### src/rtl/blake_pkg.sv
// Shared BLAKE-256 constants and the round controller state encoding.
// Imported by the controller, its sigma ROM and the compression core.
package blake_pkg;

    typedef enum logic [2:0] {
        ST_IDLE,
        ST_VINIT,
        ST_RND,
        ST_FINAL,
        ST_DONE
    } state_t;

    // Message word permutation, one row per round (row index wraps every 10 rounds).
    localparam logic [3:0] SIGMA [10][16] = '{
        '{4'h0, 4'h1, 4'h2, 4'h3, 4'h4, 4'h5, 4'h6, 4'h7, 4'h8, 4'h9, 4'hA, 4'hB, 4'hC, 4'hD, 4'hE, 4'hF},
        '{4'hE, 4'hA, 4'h4, 4'h8, 4'h9, 4'hF, 4'hD, 4'h6, 4'h1, 4'hC, 4'h0, 4'h2, 4'hB, 4'h7, 4'h5, 4'h3},
        '{4'hB, 4'h8, 4'hC, 4'h0, 4'h5, 4'h2, 4'hF, 4'hD, 4'hA, 4'hE, 4'h3, 4'h6, 4'h7, 4'h1, 4'h9, 4'h4},
        '{4'h7, 4'h9, 4'h3, 4'h1, 4'hD, 4'hC, 4'hB, 4'hE, 4'h2, 4'h6, 4'h5, 4'hA, 4'h4, 4'h0, 4'hF, 4'h8},
        '{4'h9, 4'h0, 4'h5, 4'h7, 4'h2, 4'h4, 4'hA, 4'hF, 4'hE, 4'h1, 4'hB, 4'hC, 4'h6, 4'h8, 4'h3, 4'hD},
        '{4'h2, 4'hC, 4'h6, 4'hA, 4'h0, 4'hB, 4'h8, 4'h3, 4'h4, 4'hD, 4'h7, 4'h5, 4'hF, 4'hE, 4'h1, 4'h9},
        '{4'hC, 4'h5, 4'h1, 4'hF, 4'hE, 4'hD, 4'h4, 4'hA, 4'h0, 4'h7, 4'h6, 4'h3, 4'h9, 4'h2, 4'h8, 4'hB},
        '{4'hD, 4'hB, 4'h7, 4'hE, 4'hC, 4'h1, 4'h3, 4'h9, 4'h5, 4'h0, 4'hF, 4'h4, 4'h8, 4'h6, 4'h2, 4'hA},
        '{4'h6, 4'hF, 4'hE, 4'h9, 4'hB, 4'h3, 4'h0, 4'h8, 4'hC, 4'h2, 4'hD, 4'h7, 4'h1, 4'h4, 4'hA, 4'h5},
        '{4'hA, 4'h2, 4'h8, 4'h4, 4'h7, 4'h6, 4'h1, 4'h5, 4'hF, 4'hB, 4'h9, 4'hE, 4'h3, 4'hC, 4'hD, 4'h0}
    };

    localparam logic [31:0] BLAKE256_IV [8] = '{
        32'h6A09E667, 32'hBB67AE85, 32'h3C6EF372, 32'hA54FF53A,
        32'h510E527F, 32'h9B05688C, 32'h1F83D9AB, 32'h5BE0CD19
    };

    localparam logic [31:0] BLAKE256_C [16] = '{
        32'h243F6A88, 32'h85A308D3, 32'h13198A2E, 32'h03707344,
        32'hA4093822, 32'h299F31D0, 32'h082EFA98, 32'hEC4E6C89,
        32'h452821E6, 32'h38D01377, 32'hBE5466CF, 32'h34E90C6C,
        32'hC0AC29B7, 32'hC97C50DD, 32'h3F84D5B5, 32'hB5470917
    };

endpackage

### src/rtl/blake_sigma_rom.sv
// Combinational sigma lookup: picks the column (diag=0) or diagonal (diag=1)
// half of one sigma row and packs it as eight nibbles, nibble k = word index.
module blake_sigma_rom
    import blake_pkg::*;
(
    input  logic [3:0]  sig,
    input  logic        diag,
    output logic [31:0] msg_sel
);

    always_comb begin
        msg_sel = '0;
        // Rows 10..15 never occur; they decode to zero rather than index out of range.
        if (sig < 4'd10) begin
            for (int k = 0; k < 8; k++) begin
                msg_sel[4*k +: 4] = SIGMA[sig][diag ? k + 8 : k];
            end
        end
    end

endmodule

### src/rtl/blake_round_ctrl.sv
// Round sequencer for the BLAKE-256 core: init, ROUNDS x (column, diagonal)
// half-rounds of G_LAT cycles each, then chaining-value finalization.
module blake_round_ctrl
    import blake_pkg::*;
#(
    parameter int unsigned ROUNDS = 14,
    parameter int unsigned G_LAT  = 1
) (
    input  logic        clk,
    input  logic        rst_n,
    input  logic        init,
    input  logic        start,
    output logic        busy,
    output logic        iv_load,
    output logic        v_load,
    output logic        v_we,
    output logic        h_we,
    output logic        done,
    output logic [3:0]  round,
    output logic        diag,
    output logic [31:0] msg_sel
);

    localparam logic [1:0] PH_LAST  = 2'(G_LAT - 1);
    localparam logic [3:0] RND_LAST = 4'(ROUNDS - 1);

    state_t      state, state_nxt;
    logic [1:0]  ph, ph_nxt;
    logic [3:0]  round_q, round_nxt;
    logic        diag_q, diag_nxt;
    logic [3:0]  sig, sig_nxt;
    logic        iv_q, iv_nxt;
    logic [31:0] msg_sel_q, rom_sel;
    logic        accept;

    // Host protocol: start/init are single-cycle pulses, acted on only while
    // accept is high (IDLE, or DONE where the next block may already begin);
    // busy answers a taken start in the same cycle and drops in the DONE cycle.
    assign accept = (state == ST_IDLE) || (state == ST_DONE);
    assign busy   = ((state != ST_IDLE) && (state != ST_DONE)) ||
                    (start && accept && !init);

    always_comb begin
        state_nxt = state;
        ph_nxt    = ph;
        round_nxt = round_q;
        diag_nxt  = diag_q;
        sig_nxt   = sig;
        iv_nxt    = 1'b0;
        unique case (state)
            ST_IDLE, ST_DONE: begin
                state_nxt = ST_IDLE;
                if (init) begin
                    iv_nxt = 1'b1;
                end else if (start) begin
                    state_nxt = ST_VINIT;
                end
            end
            ST_VINIT: begin
                state_nxt = ST_RND;
                ph_nxt    = '0;
                round_nxt = '0;
                diag_nxt  = 1'b0;
                sig_nxt   = '0;
            end
            ST_RND: begin
                if (ph == PH_LAST) begin
                    ph_nxt = '0;
                    if (!diag_q) begin
                        diag_nxt = 1'b1;
                    end else if (round_q == RND_LAST) begin
                        // Last half-round: round/diag freeze at their final values.
                        state_nxt = ST_FINAL;
                    end else begin
                        diag_nxt  = 1'b0;
                        round_nxt = round_q + 4'd1;
                        sig_nxt   = (sig == 4'd9) ? 4'd0 : sig + 4'd1;
                    end
                end else begin
                    ph_nxt = ph + 2'd1;
                end
            end
            ST_FINAL: state_nxt = ST_DONE;
            default:  state_nxt = ST_IDLE;
        endcase
    end

    // Looked up from the next-cycle counters so msg_sel is registered yet aligned.
    blake_sigma_rom u_sigma_rom (
        .sig     (sig_nxt),
        .diag    (diag_nxt),
        .msg_sel (rom_sel)
    );

    always_ff @(posedge clk) begin
        if (!rst_n) begin
            state     <= ST_IDLE;
            ph        <= '0;
            round_q   <= '0;
            diag_q    <= 1'b0;
            sig       <= '0;
            iv_q      <= 1'b0;
            msg_sel_q <= '0;
        end else begin
            state   <= state_nxt;
            ph      <= ph_nxt;
            round_q <= round_nxt;
            diag_q  <= diag_nxt;
            sig     <= sig_nxt;
            iv_q    <= iv_nxt;
            if (state_nxt == ST_RND) begin
                msg_sel_q <= rom_sel;
            end
        end
    end

    assign iv_load = iv_q;
    assign v_load  = (state == ST_VINIT);
    assign v_we    = (state == ST_RND) && (ph == PH_LAST);
    assign h_we    = (state == ST_FINAL);
    assign done    = (state == ST_DONE);
    assign round   = round_q;
    assign diag    = diag_q;
    assign msg_sel = msg_sel_q;

endmodule

### config.mk
export PLATFORM = sky130hd
export DESIGN_NAME = blake_round_ctrl
export DESIGN_NICKNAME = d
export VERILOG_FILES = /design/src/rtl/blake_pkg.sv /design/src/rtl/blake_sigma_rom.sv /design/src/rtl/blake_round_ctrl.sv
export SDC_FILE = /design/constraint.sdc
export NUM_CORES = 1
export LEC_CHECK = 0
export BUFFER_PORTS_ARGS = -buffer_cell sky130_fd_sc_hd__buf_2
export CAP_MARGIN = 30
export CORE_AREA = 2 2 81 83
export DETAILED_ROUTE_END_ITERATION = 8
export DIE_AREA = 0 0 83 85
export PLACE_DENSITY = 0.76
export SLEW_MARGIN = 20
export SYNTH_ARGS = -nofsm -noshare
export SYNTH_HDL_FRONTEND = slang
export SYNTH_SLANG_ARGS = --single-unit
### constraint.sdc
create_clock -name clk -period 3.17 [get_ports clk]
set_clock_uncertainty 0.05 [all_clocks]
set_input_delay 0.317 -clock clk [delete_from_list [all_inputs] [get_ports clk]]
set_output_delay 0.317 -clock clk [all_outputs]
set_load 0.005 [all_outputs]
==> results.toml <==
[outcome]
status = "finished clean"

[placement]
pre_cts_ws_ns = 0.225
portBuffers = 46
placed_cell_area_um2 = 3530
gp_congestion = 1.03
placed_cells = 518
place_hpwl_um = 6730

[critical_path]
arrival_ns = 3.10
crit_required_ns = 3.31
start_kind = "flop"
reg2reg_to = "msg_sel[22]$_SDFFE_PN0N_"
crit_end = "msg_sel[22]$_SDFFE_PN0N_"
worstReg2RegStart = "sig[0]$_SDFF_PN0_"
crit_type = "flop to flop"
rr_worst_depth = 10
cp_max_fo = 10
endpoint_kind = "flop"
regToRegSetupSlack_ns = 0.21
startpoint = "sig[0]$_SDFF_PN0_"

[pwr]
combPwrFrac_pct = 21.0
swShare_pct = 29.0
powerDensity_nw_per_um2 = 379
p_sw_uw = 405
intPower_uw = 993
seq_power_share_pct = 46.0
power.leakage_uw = 0.00157
power.ir.vdd_worst_uv = 262
p_clk_share_pct = 33.0

[clock_network]
numCtsBuffers = 5
cts_max_level = 2
cts_tree = "done"
cts_root_buf = "clkbuf_8"
clock_latency_ns = 0.30
clockBufferDepth = 2
cts.clk_slew.worst_paths_ns = 0.09
clkSinkCount = 47
cts-hold-fix-buffers = 0

[logic_synthesis]
yosys_warnings = 0
synth_fp_nets = 423
synth.most_common_cell = "dfxtp_1"
seq_area_frac_synth_pct = 29.8
synth_top_area_share_pct = 29.8
async_flop_share_pct = 0
netlist_area_um2 = 3160
synthTopCellsByArea = "dfxtp_1, ha_1, o21ai_0"
ys_ff_latch = 47
avgSynthCellArea_um2 = 7.86
syn_inst = 402
yosys-top-cells-count = "dfxtp_1, nand2_1, o21ai_0, a21oi_1, nor2_1"
synth_ff_type = "dfxtp_1"
synth_edf_count = 0
ys_types = 65
yosys.area.top_type = "dfxtp_1"

[final_layout]
final_util_pct = 59.5
nFillCells = 590
syn_to_final_growth_pct = 16.8
multiInputGateArea_um2 = 2020
fin_area_um2 = 3690
seq_area_um2 = 942
drive_gt1_share_pct = 22.0
antenna_cells = 0
fin_cells = 531
final_nets = 474

[timing]
grt_setup_unrepaired = "false"
max_freq_ghz = 0.337
worst_slack_ns = 0.205
final_max_slew_viol_count = 0
min_period_ns = 2.96
final.period_utilization_pct = 93.5
setup_tns_ns = 0
setup_violations = 0
worst_pin_slew_ns = 0.934
relSlewSlack_pct = 37.5
hold_violations = 0

[grt]
antenna_found_initial = 0
gr-total-overflow = 0
grt_first_pass_wirelength_um = 15100
grt_pass1_vias = 3028
grt_usage_pct = 26.2
grt_max_degree = 32

[job]
drv_cap = 0

[routing]
wl_per_cell_um = 17.8
viasPerCell = 6.43
detail-route-antenna-nets = 0
drc = 0
dr_total_vias = 3413
dr.pass1.iters = 6
wirelength_um = 9470
drtIter0Drc = 429

[worst_hold_path]
hold_class = "primary input to flop"

[floorplanning]
die_h_um = 85
coreArea_um2 = 6200
start_util_pct = 50.9
die_area_um2 = 7060
die_w_um = 83
rows = 29
ioPinCount = 47
power groups by stage:
stage	logic, µW	clock network (µW)	registers [µW]
finish	294	462	643
CTS	287	472	643
global route	322	493	648
floorplan	181	0	658
global placement	285	0	655
detailed placement	286	0	657
layer usage:
layer	global-route usage, %	routed length [µm]	vias to the layer above	part of all wire [%]
li1	-	-	1591	-
met1	37.0	4200	1570	44
met2	40.7	4130	221	44
met3	4.18	861	31	9.1
met4	8.94	281	0	3.0
met5	0	0	-	0
per-stage QoR:
step                power [µW]  hold slack (ns)
global route              1460            0.224
global placement           940            0.378
detailed placement         942            0.389
floorplan                  839            0.399
finish                    1400            0.218
CTS                       1400            0.215
cell type report:
class / count / share of cell area, %
Sequential cell: 47 / 25.5
Clock inverter: 2 / 0.949
Clock buffer: 6 / 2.24
Tap cell: 77 / 2.61
Inverter: 11 / 1.19
Timing Repair Buffer: 76 / 12.7
Multi-Input combinational cell: 312 / 54.8
worst min-delay path by stage:
stage                                        start                        to  slack [ns]  cells past startpoint
after global routing                          init        iv_load$_SDFF_PN0_        0.22                      2
after detailed placement   msg_sel[4]$_SDFFE_PN0N_   msg_sel[4]$_SDFFE_PN0N_        0.39                      2
after floorplan           msg_sel[25]$_SDFFE_PN0N_  msg_sel[25]$_SDFFE_PN0N_        0.40                      2
after CTS                                     init        iv_load$_SDFF_PN0_        0.22                      2
after global placement     msg_sel[4]$_SDFFE_PN0N_   msg_sel[4]$_SDFFE_PN0N_        0.38                      2
final                                         init        iv_load$_SDFF_PN0_        0.22                      2
registers in the layout (all words and copies together), names as in the netlist:
name	cells
msg_sel	32
round	4
sig	4
state	3
ph	2
diag	1
iv_load	1
cell families after synthesis:
kind of cell	Yosys count	synth area share (%)
mux	4	1.43
buf+inv	43	6.38
fa+ha+maj	17	6.73
compound gates	148	32.0
flops	47	29.8
xor+xnor	4	1.11
simple gates	139	22.6
repair_timing:
item / 4_1_cts / 5_1_grt
setup endpoints to repair: 0 / 4
gates resized for setup: 0 / 2
setup buffers: 0 / 5
worst max-delay path, stage by stage, from the launching register on:
cell	delay (ns)
dfxtp_1	0.41
buf_4	0.19
ha_1	0.23
nand4_1	0.18
o21bai_1	0.39
nand2_1	0.34
inv_1	0.34
buf_4	0.25
o21ai_0	0.10
a21oi_1	0.28
o31ai_1	0.10
placed cells by master (no fill, tap or decap), drive strengths merged, types with 7 or more instances in the layout:
cell | synthesis | layout
buf | 17 | 76
ha | 17 | 17
nand3 | 15 | 15
o31ai | 7 | 7
o211ai | 12 | 12
a32o | 7 | 7
nor2 | 28 | 28
dfxtp | 47 | 47
a21oi | 29 | 29
nor2b | 9 | 9
o21ai | 42 | 42
nand2 | 42 | 42
and2 | 8 | 8
inv | 11 | 11
No activity file was read; power rests on OpenSTA's default activity.
